`src/rtl/matrix_seq_ctrl.sv`:
```
// Row sequencer for the 40-bit five-lane row ALU: walks rows 0..N-1 of banks A/B,
// masks unused columns, writes result rows and reports sticky overflow and done.
module matrix_seq_ctrl #(
  parameter int ADDR_W = 3
) (
  input  logic              clk_i,
  input  logic              rst_i,
  input  logic              start_i,
  input  logic [2:0]        op_i,
  input  logic [2:0]        size_i,
  input  logic [7:0]        scalar_i,
  output logic              busy_o,
  output logic              done_o,
  output logic              err_o,
  output logic              ovf_flag_o,
  output logic              rd_en_o,
  output logic [ADDR_W-1:0] rd_addr_o,
  input  logic [39:0]       rd_data_a_i,
  input  logic [39:0]       rd_data_b_i,
  output logic [2:0]        alu_op_o,
  output logic [39:0]       alu_r1_o,
  output logic [39:0]       alu_r2_o,
  output logic [2:0]        alu_s_o,
  input  logic [39:0]       alu_outr_i,
  input  logic              alu_ovf_i,
  output logic              wr_en_o,
  output logic [ADDR_W-1:0] wr_addr_o,
  output logic [39:0]       wr_data_o
);

  typedef enum logic [1:0] {IDLE, READ, EXEC, DONE} state_t;

  localparam logic [2:0] OP_ADD = 3'b000;
  localparam logic [2:0] OP_SUB = 3'b001;
  localparam logic [2:0] OP_SMUL = 3'b011;
  localparam logic [2:0] OP_OPP = 3'b110;
  localparam logic [2:0] OP_CLR = 3'b111;

  state_t             state_q;
  logic [ADDR_W-1:0]  row_q;
  logic [2:0]         op_q;
  logic [2:0]         size_q;
  logic [7:0]         scalar_q;
  logic [2:0]         alu_op_q;
  logic               err_q;
  logic               ovf_q;
  logic               busy_q;
  logic               done_q;
  logic               rd_en_q;
  logic               wr_en_q;

  logic               op_ok;
  logic               size_ok;
  logic [2:0]         alu_op_d;
  logic [ADDR_W-1:0]  row_last;
  logic [4:0]         lane_en;
  logic [39:0]        a_m;
  logic [39:0]        b_m;
  logic [39:0]        out_m;
  logic [39:0]        r1_d;
  logic [39:0]        r2_d;

  assign op_ok    = (op_i == OP_ADD) || (op_i == OP_SUB) || (op_i == OP_SMUL) ||
                    (op_i == OP_OPP) || (op_i == OP_CLR);
  assign size_ok  = (size_i >= 3'd2) && (size_i <= 3'd5);
  // Opposite is computed on the ALU as 0 - A, so it issues a subtract.
  assign alu_op_d = (op_i == OP_OPP) ? OP_SUB : op_i;
  assign row_last = ADDR_W'(size_q - 3'd1);

  for (genvar gi = 0; gi < 5; gi++) begin : g_lane
    assign lane_en[gi]        = (size_q > 3'(gi));
    assign a_m[8*gi +: 8]     = rd_data_a_i[8*gi +: 8] & {8{lane_en[gi]}};
    assign b_m[8*gi +: 8]     = rd_data_b_i[8*gi +: 8] & {8{lane_en[gi]}};
    assign out_m[8*gi +: 8]   = alu_outr_i[8*gi +: 8] & {8{lane_en[gi]}};
  end

  always_comb begin
    r1_d = '0;
    r2_d = '0;
    if (wr_en_q) begin
      case (op_q)
        OP_ADD, OP_SUB: begin
          r1_d = a_m;
          r2_d = b_m;
        end
        OP_SMUL: begin
          r1_d = a_m;
          r2_d = {32'd0, scalar_q};
        end
        OP_OPP: r2_d = a_m;
        default: ;
      endcase
    end
  end

  always_ff @(posedge clk_i) begin
    if (rst_i) begin
      state_q  <= IDLE;
      row_q    <= '0;
      op_q     <= '0;
      size_q   <= '0;
      scalar_q <= '0;
      alu_op_q <= '0;
      err_q    <= 1'b0;
      ovf_q    <= 1'b0;
      busy_q   <= 1'b0;
      done_q   <= 1'b0;
      rd_en_q  <= 1'b0;
      wr_en_q  <= 1'b0;
    end else begin
      rd_en_q <= 1'b0;
      wr_en_q <= 1'b0;
      done_q  <= 1'b0;
      case (state_q)
        IDLE: begin
          if (start_i) begin
            op_q     <= op_i;
            size_q   <= size_i;
            scalar_q <= scalar_i;
            alu_op_q <= alu_op_d;
            ovf_q    <= 1'b0;
            row_q    <= '0;
            busy_q   <= 1'b1;
            if (op_ok && size_ok) begin
              err_q   <= 1'b0;
              rd_en_q <= 1'b1;
              state_q <= READ;
            end else begin
              err_q   <= 1'b1;
              done_q  <= 1'b1;
              state_q <= DONE;
            end
          end
        end
        READ: begin
          wr_en_q <= 1'b1;
          state_q <= EXEC;
        end
        EXEC: begin
          // Clear never drives the ALU, so whatever it reports is ignored.
          if (op_q != OP_CLR) ovf_q <= ovf_q | alu_ovf_i;
          if (row_q == row_last) begin
            done_q  <= 1'b1;
            state_q <= DONE;
          end else begin
            row_q   <= row_q + ADDR_W'(1);
            rd_en_q <= 1'b1;
            state_q <= READ;
          end
        end
        DONE: begin
          busy_q   <= 1'b0;
          alu_op_q <= '0;
          size_q   <= '0;
          row_q    <= '0;
          state_q  <= IDLE;
        end
        default: state_q <= IDLE;
      endcase
    end
  end

  assign busy_o     = busy_q;
  assign done_o     = done_q;
  assign err_o      = err_q;
  assign ovf_flag_o = ovf_q;
  assign rd_en_o    = rd_en_q;
  assign rd_addr_o  = rd_en_q ? row_q : '0;
  assign alu_op_o   = alu_op_q;
  assign alu_s_o    = size_q;
  assign alu_r1_o   = r1_d;
  assign alu_r2_o   = r2_d;
  assign wr_en_o    = wr_en_q;
  assign wr_addr_o  = wr_en_q ? row_q : '0;
  assign wr_data_o  = (wr_en_q && op_q != OP_CLR) ? out_m : '0;

endmodule

```
`config.mk`:
```
export PLATFORM = sky130hd
export DESIGN_NAME = matrix_seq_ctrl
export DESIGN_NICKNAME = d
export VERILOG_FILES = /design/src/rtl/matrix_seq_ctrl.sv
export SDC_FILE = /design/constraint.sdc
export NUM_CORES = 1
export LEC_CHECK = 0
export BUFFER_PORTS_ARGS = -buffer_cell sky130_fd_sc_hd__buf_4
export CAP_MARGIN = 25
export CORE_AREA = 2 2 108 110
export DETAILED_ROUTE_END_ITERATION = 6
export DIE_AREA = 0 0 110 112
export PLACE_DENSITY_LB_ADDON = 0.1
export SYNTH_ARGS = -nofsm -noshare
export SYNTH_HDL_FRONTEND = slang
export SYNTH_SLANG_ARGS = --single-unit
```
`constraint.sdc`:
```
create_clock -name clk_i -period 1.8 [get_ports clk_i]
set_clock_uncertainty 0.1 [all_clocks]
set_input_delay 0.27 -clock clk_i [delete_from_list [all_inputs] [get_ports clk_i]]
set_output_delay 0.27 -clock clk_i [all_outputs]
set_load 0.01 [all_outputs]
```
Yosys cells after proc, flatten, opt, wreduce, memory -nomap -nowiden
Index checks and enable logic that the tools add are counted.

Register bits: 28. Input bits: 138. Output and inout bits: 138. Logic and storage cells: 104.

Add/sub/neg operators: 2. Order comparisons: 7. Eq/ne operators: 15. Mux-type cells: 33. Bitwise operators: 16. Reductions and logical operators: 19.

Operators by type and width (number): $mux 40 (4); $and 8x8->8 (15); $pmux 40 s3 (1); $mux 3 (7); $pmux 3 s2 (2); $mux 1 (10); $eq 3x3->1 const B (3); $pmux 3 s3 (1); $pmux 1 s2 (4); $pmux 2 s4 (1); $eq 3x1->1 const B (2); $eq 3x2->1 const B (2); $gt 3x1->1 const B (2); $gt 3x2->1 const B (2); $logic_not 3->1 (2); $mux 2 (3); $ne 2x2->1 const B (3); $reduce_and 3->1 (2); $eq 2x2->1 const B (2); $logic_or 1x1->1 (4); $reduce_and 2->1 (2); $reduce_bool 2->1 (2); $add 3x1->3 const B (1); $eq 3x3->1 (1); other kinds (12) (14).

Longest topological paths before layout
Gate-level depths: netlist of the first run.

Word-level depth: 9. Mapped depth: 8. Mapped depth without buffers: 6.

Least setup slack after synthesis of the first run
No wires, ideal clock.

Path type: reg-to-output. From: register size_q[0], in the netlist alu_s_o[0]. To: output port wr_data_o[0]. Arrival: 1.673 ns. Data required time: 1.430 ns. Slack: -0.243 ns. Cell stages (with the launch flop): 8. Buffers on the path: 2. Cell sequence: dfxtp_1 -> clkbuf_1 -> inv_1 -> ha_1 -> nand2b_1 -> clkbuf_1 -> and3_1 -> and2_1.

Longest elaborated chain between the ends: 3.

Ends and longest elaborated chain: start: declaration (RTL line 42) `logic [2:0] size_q;`; start signal: assignment (RTL line 118) `size_q <= size_i;`; $gt 3x1->1 (RTL line 71) `assign lane_en[gi] = (size_q > 3'(gi));`; $and 8x8->8 (RTL line 74) `assign out_m[8*gi +: 8] = alu_outr_i[8*gi +: 8] & {8{lane_en[gi]}};`; $mux 40 (RTL line 175) `assign wr_data_o = (wr_en_q && op_q != OP_CLR) ? out_m : '0;`; end: declaration (RTL line 28) `output logic [39:0] wr_data_o`.

Every way passes these cells.

Final worst setup path of the first run
From: register op_q[0]. To: output port alu_r2_o[4].

Longest elaborated chain between the ends: 4. Elaborated cells on any way between the ends: 7. Those cells by class: 3 x eq/ne; 2 x mux; 2 x reduce/logical.

Ends and longest elaborated chain: start: declaration (RTL line 41) `logic [2:0] op_q;`; start signal: assignment (RTL line 117) `op_q <= op_i;`; $eq 3x1->1 / $logic_not 3->1 (equally long branches) (RTL line 81) `case (op_q)`; $reduce_or 2->1 (RTL line 81); $pmux 40 s3 * (RTL line 81); $mux 40 * (RTL line 80) `if (wr_en_q) begin`; end: declaration (RTL line 22) `output logic [39:0] alu_r2_o,`.

Every way passes the cells marked *; elsewhere a longest branch is shown, timed or not.

==> results.toml, run 1 <==
[run]
drv_cap = 0

[global_routing]
grt_first_pass_wirelength_mm = 19.3
grt_pass1_vias = 3506
grt.total_usage = 0.200
grt_max_degree = 29
gr-total-overflow = 0
antenna_found_initial = 0

[timing]
tns_ps = -18750
slew_headroom = 0.612
tightest_slew_ps = 582
rsz0062_at_grt = "true"
max_freq_mhz = 490
post-route-period-util = 1.13
finalWorstSetupSlack_ps = -243
hold_viol = 0
period_minus_slack_ps = 2040
finalSetupViolCount = 120
slew_viol_final = 0

[route]
wire_per_inst_um = 16.6
dr.pass1.iters = 4
viasPerCell = 4.69
drcViolationCount = 0
drtAntennaViolNets = 0
drt_iter0_markers = 199
drt-total-wl_mm = 13.4
vias = 3785

[finish]
drive_gt1_frac = 0.634
layout.cells.non_filler = 807
utilization = 0.521
n_antenna_cell = 0
area_growth_pct = 128
nets = 808
num-fill-cells = 1102

[yosys]
synth.most_common_cell = "and2_1"
syn-cell-area_sq_um = 2560
yosysWarnings = 0
syn-num-nets = 513
ys_top_cells_by_count = "and2_1, nor2_1, a22oi_1, nand2_1, dfxtp_1"
syn_inst = 370
synth_top_area_share = 0.219
async_flop_share = 0
synthTopCellsByArea = "dfxtp_1, and2_1, a22oi_1"
ys_ff_latch = 28
synth_area_leader_cell = "dfxtp_1"
postSynthAreaPerCell_sq_um = 6.92
ys.flop_type = "dfxtp_1"
yosysUniqueCellTypes = 38
synth_seq_area_share = 0.219
synth_edf_count = 0

[run_status]
violations = "negative setup slack"
outcome = "finished, violations left"

[floorplanning]
rows = 39
die-area_sq_um = 12300
core-area_sq_um = 11200
die_w_um = 110
die_h_um = 112
io_pins = 276
initial_core_util = 0.229

[worst_setup_path]
path_max_fanout = 4
crit_path_frequent_cell = "buf_6"
cp.required_ps = 1430
crit_type = "reg2out"
endpoint_kind = "output port"
start_kind = "register"
crit_chain = "buf_6, and3b_2, buf_6, a22o_1, a22oi_1, nor2_1, buf_4"
slowest_delay_ps = 360
cpMaxStageDelayCell = "dfxtp_4"
critPathTopFamily = "buffers and inverters"
crit_buf_inv = 3
cp.arrival_ps = 1670

[clocking]
h-tree-depth = 1
clkSinkCount = 28
cts_made_buffers = 3
cts_buffer_depth = 2
clockRootBuffer = "clkbuf_16"
cts_tree = "yes"
clk_pin_slew_worst_paths_ps = 60
worstSkewPairLatency_ps = 270
cts-hold-fix-buffers = 0

[placement]
dp_cells = 799
io_buffers = 275
dp_hpwl_mm = 10.9
gp_congestion = 0.810

[hold_path]
hold_class = "in2reg"

[power_and_ir_drop]
p_leak_nw = 2.75
p_total_mw = 2.39
powerDensity_nw_per_um2 = 411
max-vdd-ir-drop_uv = 405
## cells by family (layout without fill, tap and decap cells)
logic type      after synthesis  count (layout)  share of synthesized area
fa+ha+maj                     5               5                     0.0244
buf+inv                      30             324                     0.0504
simple gates                215             215                      0.444
compound gates               87              87                      0.236
flops                        28              28                      0.219
xor+xnor                      5               5                     0.0264
## placed cells by master (no fill, tap or decap), types with 3 or more instances in the layout
master       n
buf_4      256
buf_6       56
and2_1      51
nor2_1      35
a22oi_1     30
nand2_1     29
and2_4      28
a21oi_1     23
dfxtp_1     22
nor2_4      16
nor2_2       9
a22oi_2      8
nand3b_1     7
and3_4       6
nand2b_1     6
a22o_1       5
nand3_1      5
nor3_1       5
ha_4         4
dfxtp_4      4
and3_1       3
a32oi_1      3
clkbuf_16    3
## per-layer routing
metal | wire length, um | share of wire | track usage
met5 | 0 | 0 | 0
met4 | 342 | 0.026 | 0.0591
met3 | 956 | 0.071 | 0.0334
met2 | 6920 | 0.52 | 0.355
met1 | 5190 | 0.39 | 0.242
## worst reg2reg max path: cells and delay by family, from the launching register on
family,cells,cell delay (ps)
buf+inv,1,60
xor+xnor,1,220
flops,1,410
fa+ha+maj,1,250
simple gates,2,500
compound gates,1,130
## where the power goes
part / switching (mW) / leakage [nW] / internal, mW / total (mW)
combinational: 0.471 / 2.47 / 0.554 / 1.03
sequential: 0.0465 / 0.233 / 0.667 / 0.714
clock: 0.212 / 0.0511 / 0.443 / 0.655
## through the flow
step                      hold slack [ps]  instance area (sq um)  setup slack [ps]
after floorplan                       306                   2600              6.71
after global placement                348                   5010             -64.3
after detailed placement              347                   5010              -125
after CTS                             150                   5610              -237
after global routing                  162                   5820              -320
final                                 152                   5820              -243
## final timing paths
check	startpoint	end	slack (ps)	cells after the start
worst max-delay path	op_q[0]$_SDFFE_PP0P_	alu_r2_o[4]	-240	7
worst min-delay path	scalar_i[7]	scalar_q[7]$_SDFFE_PP0P_	150	3
worst min register to register	scalar_q[6]$_SDFFE_PP0P_	scalar_q[6]$_SDFFE_PP0P_	360	2
worst max register to register	alu_s_o[1]$_SDFFE_PP0P_	row_q[2]$_SDFFE_PP0P_	60	6
## final cells by class
class                           count  area [sq um]  share of cell area
Inverter                            6          27.5             0.00473
Multi-Input combinational cell    312          2340               0.402
Tap cell                          143           179              0.0307
Clock inverter                      1          30.0             0.00516
Sequential cell                    28           578              0.0993
Clock buffer                        3          75.1              0.0129
Timing Repair Buffer              314          2590               0.445
## what timing repair did
item                                    CTS  global route
gates cloned                              0             0
gates resized for setup                 133            51
endpoints found under the setup margin  126           126
buffers inserted                          5             1
pin swaps                                57            31
## state kept, by name, summed over array words and instances (netlist names), 2 cells and up
register and flops:
alu_op_o 3, state_q 2, scalar_q 8, op_q 3
alu_s_o 3, row_q 3
No activity file was read; power rests on OpenSTA's default activity.
==> run 2, diff against run 1 <==
Clock period 1.8 ns to 1.7 ns, I/O delays scaled along.
==> run 2 against run 1 <==
The flow still finishes with violations (negative setup slack). Register-to-register slack got worse by 140 ps. Non-clock buffer count increased by 15. Utilization increased by 3.2 points. Cell area increased by 6.2%.
==> results.toml, run 2 (synthesized netlist as in run 1, its figures left out) <==
[run_status]
outcome = "finished, violations left"
violations = "negative setup slack"

[route]
drt-total-wl_mm = 14.4
viasPerCell = 4.70
wire_per_inst_um = 17.5
dr.pass1.iters = 4
drtAntennaViolNets = 0
drcViolationCount = 0
drt_iter0_markers = 227
vias = 3862

[worst_setup_path]
ff2ff_path_depth = 7
crit-reg2reg-launch = "alu_s_o[1]$_SDFFE_PP0P_"
crit_type = "reg2out"
start_kind = "register"
endpoint_kind = "output port"
cp.required_ps = 1340
path_max_fanout = 8
cp.arrival_ps = 1700
setup.worst_path.start = "op_q[1]$_SDFFE_PP0P_"

[global_routing]
grt.total_usage = 0.214
grt_first_pass_wirelength_mm = 20.7
grt_util_met2 = 0.376
antenna_found_initial = 0
use_met3 = 0.0345
top_usage_layer = "met2"
gr-total-overflow = 0
grt_max_degree = 29
grt_pass1_vias = 3719
grt_use_met1 = 0.266

[clocking]
cts_tree = "yes"
cts-hold-fix-buffers = 0
worstSkewPairLatency_ps = 260
clk_pin_slew_worst_paths_ps = 70
cts_buffer_depth = 2
h-tree-depth = 1
clockRootBuffer = "clkbuf_16"
clkSinkCount = 28
cts_made_buffers = 3

[floorplanning]
die_h_um = 112
initial_core_util = 0.229
die-area_sq_um = 12300
rows = 39
core-area_sq_um = 11200
die_w_um = 110
io_pins = 276

[timing]
tightest_slew_ps = 442
finalWorstSetupSlack_ps = -350
rsz0062_at_grt = "true"
tns_ps = -33040
finalSetupViolCount = 121
post-route-period-util = 1.21
period_minus_slack_ps = 2050
max_freq_mhz = 488
slew_headroom = 0.704
hold_viol = 0
slew_viol_final = 0

[run]
drv_cap = 0

[finish]
largest_register_ffs = 8
largest-register = "scalar_q"
multi_input_area_sq_um = 2470
final_common_cell = "buf_4"
drive_gt1_frac = 0.697
area_growth_pct = 142
num-fill-cells = 1067
nets = 823
n_antenna_cell = 0
design_area_sq_um = 6180
regArea_sq_um = 576
final_cell_mix = "buf_4, buf_6, and2_4, nor2_1, and2_1"

[placement]
gp_congestion = 0.873
dp_hpwl_mm = 11.5
io_buffers = 275
placed_area_sq_um = 5130

[power_and_ir_drop]
max-vdd-ir-drop_uv = 829
powerDensity_nw_per_um2 = 403
p_leak_nw = 2.87

[hold_path]
min_path_cells = 3
hold_class = "in2reg"
hold_path.startpoint = "scalar_i[7]"
[run 2: layout make-up]
type,count,share of cell area
repair buffers,329,0.458
multi-input cells,312,0.400
flip-flops and latches,28,0.0931
well taps,143,0.0289
clock buffers,4,0.0144
inverters,6,0.00607
[run 2: final timing paths]
path,endpoint,slack (ps)
max reg2reg,row_q[2]$_SDFFE_PP0P_,-80
min,scalar_q[7]$_SDFFE_PP0P_,140
min reg2reg,scalar_q[2]$_SDFFE_PP0P_,360
max,alu_r1_o[31],-350
[run 2: what timing repair did]
action,in CTS,in global routing
gates cloned,0,1
hold endpoints to repair,0,0
gates resized for setup,111,105
pin swaps,56,80
setup buffers,7,6
endpoints found under the setup margin,126,126
[run 2: per-layer routing]
| metal | vias to the layer above | part of all wire |
|---|---|---|
| met2 | 150 | 0.52 |
| met3 | 22 | 0.071 |
| met1 | 1793 | 0.39 |
| met4 | 0 | 0.023 |
| met5 | - | 0 |
| li1 | 1897 | - |
[run 2: per-stage QoR]
stage | hold slack, ps | worst slack, ps | total power [mW] | instances | utilization
after floorplan | 291 | -22.7 | 1.21 | 370 | -
after global placement | 350 | -119 | 1.70 | 804 | 0.460
after detailed placement | 350 | -135 | 1.71 | 804 | 0.460
after CTS | 140 | -370 | 2.42 | 815 | 0.511
after global routing | 153 | -431 | 2.64 | 822 | 0.553
final | 139 | -350 | 2.49 | 822 | 0.553
[run 2: where the power goes]
| group | internal [mW] | total [mW] | switching (mW) |
|---|---|---|---|
| clock network | 0.360 | 0.580 | 0.220 |
| logic | 0.626 | 1.15 | 0.526 |
| registers | 0.707 | 0.757 | 0.0499 |
[run 2: worst max-delay path, stage by stage (launching register included)]
cell and delay [ps]:
dfxtp_2 330, nor2b_4 140, or3b_4 440, nor2_4 240, and2_1 170, buf_4 120
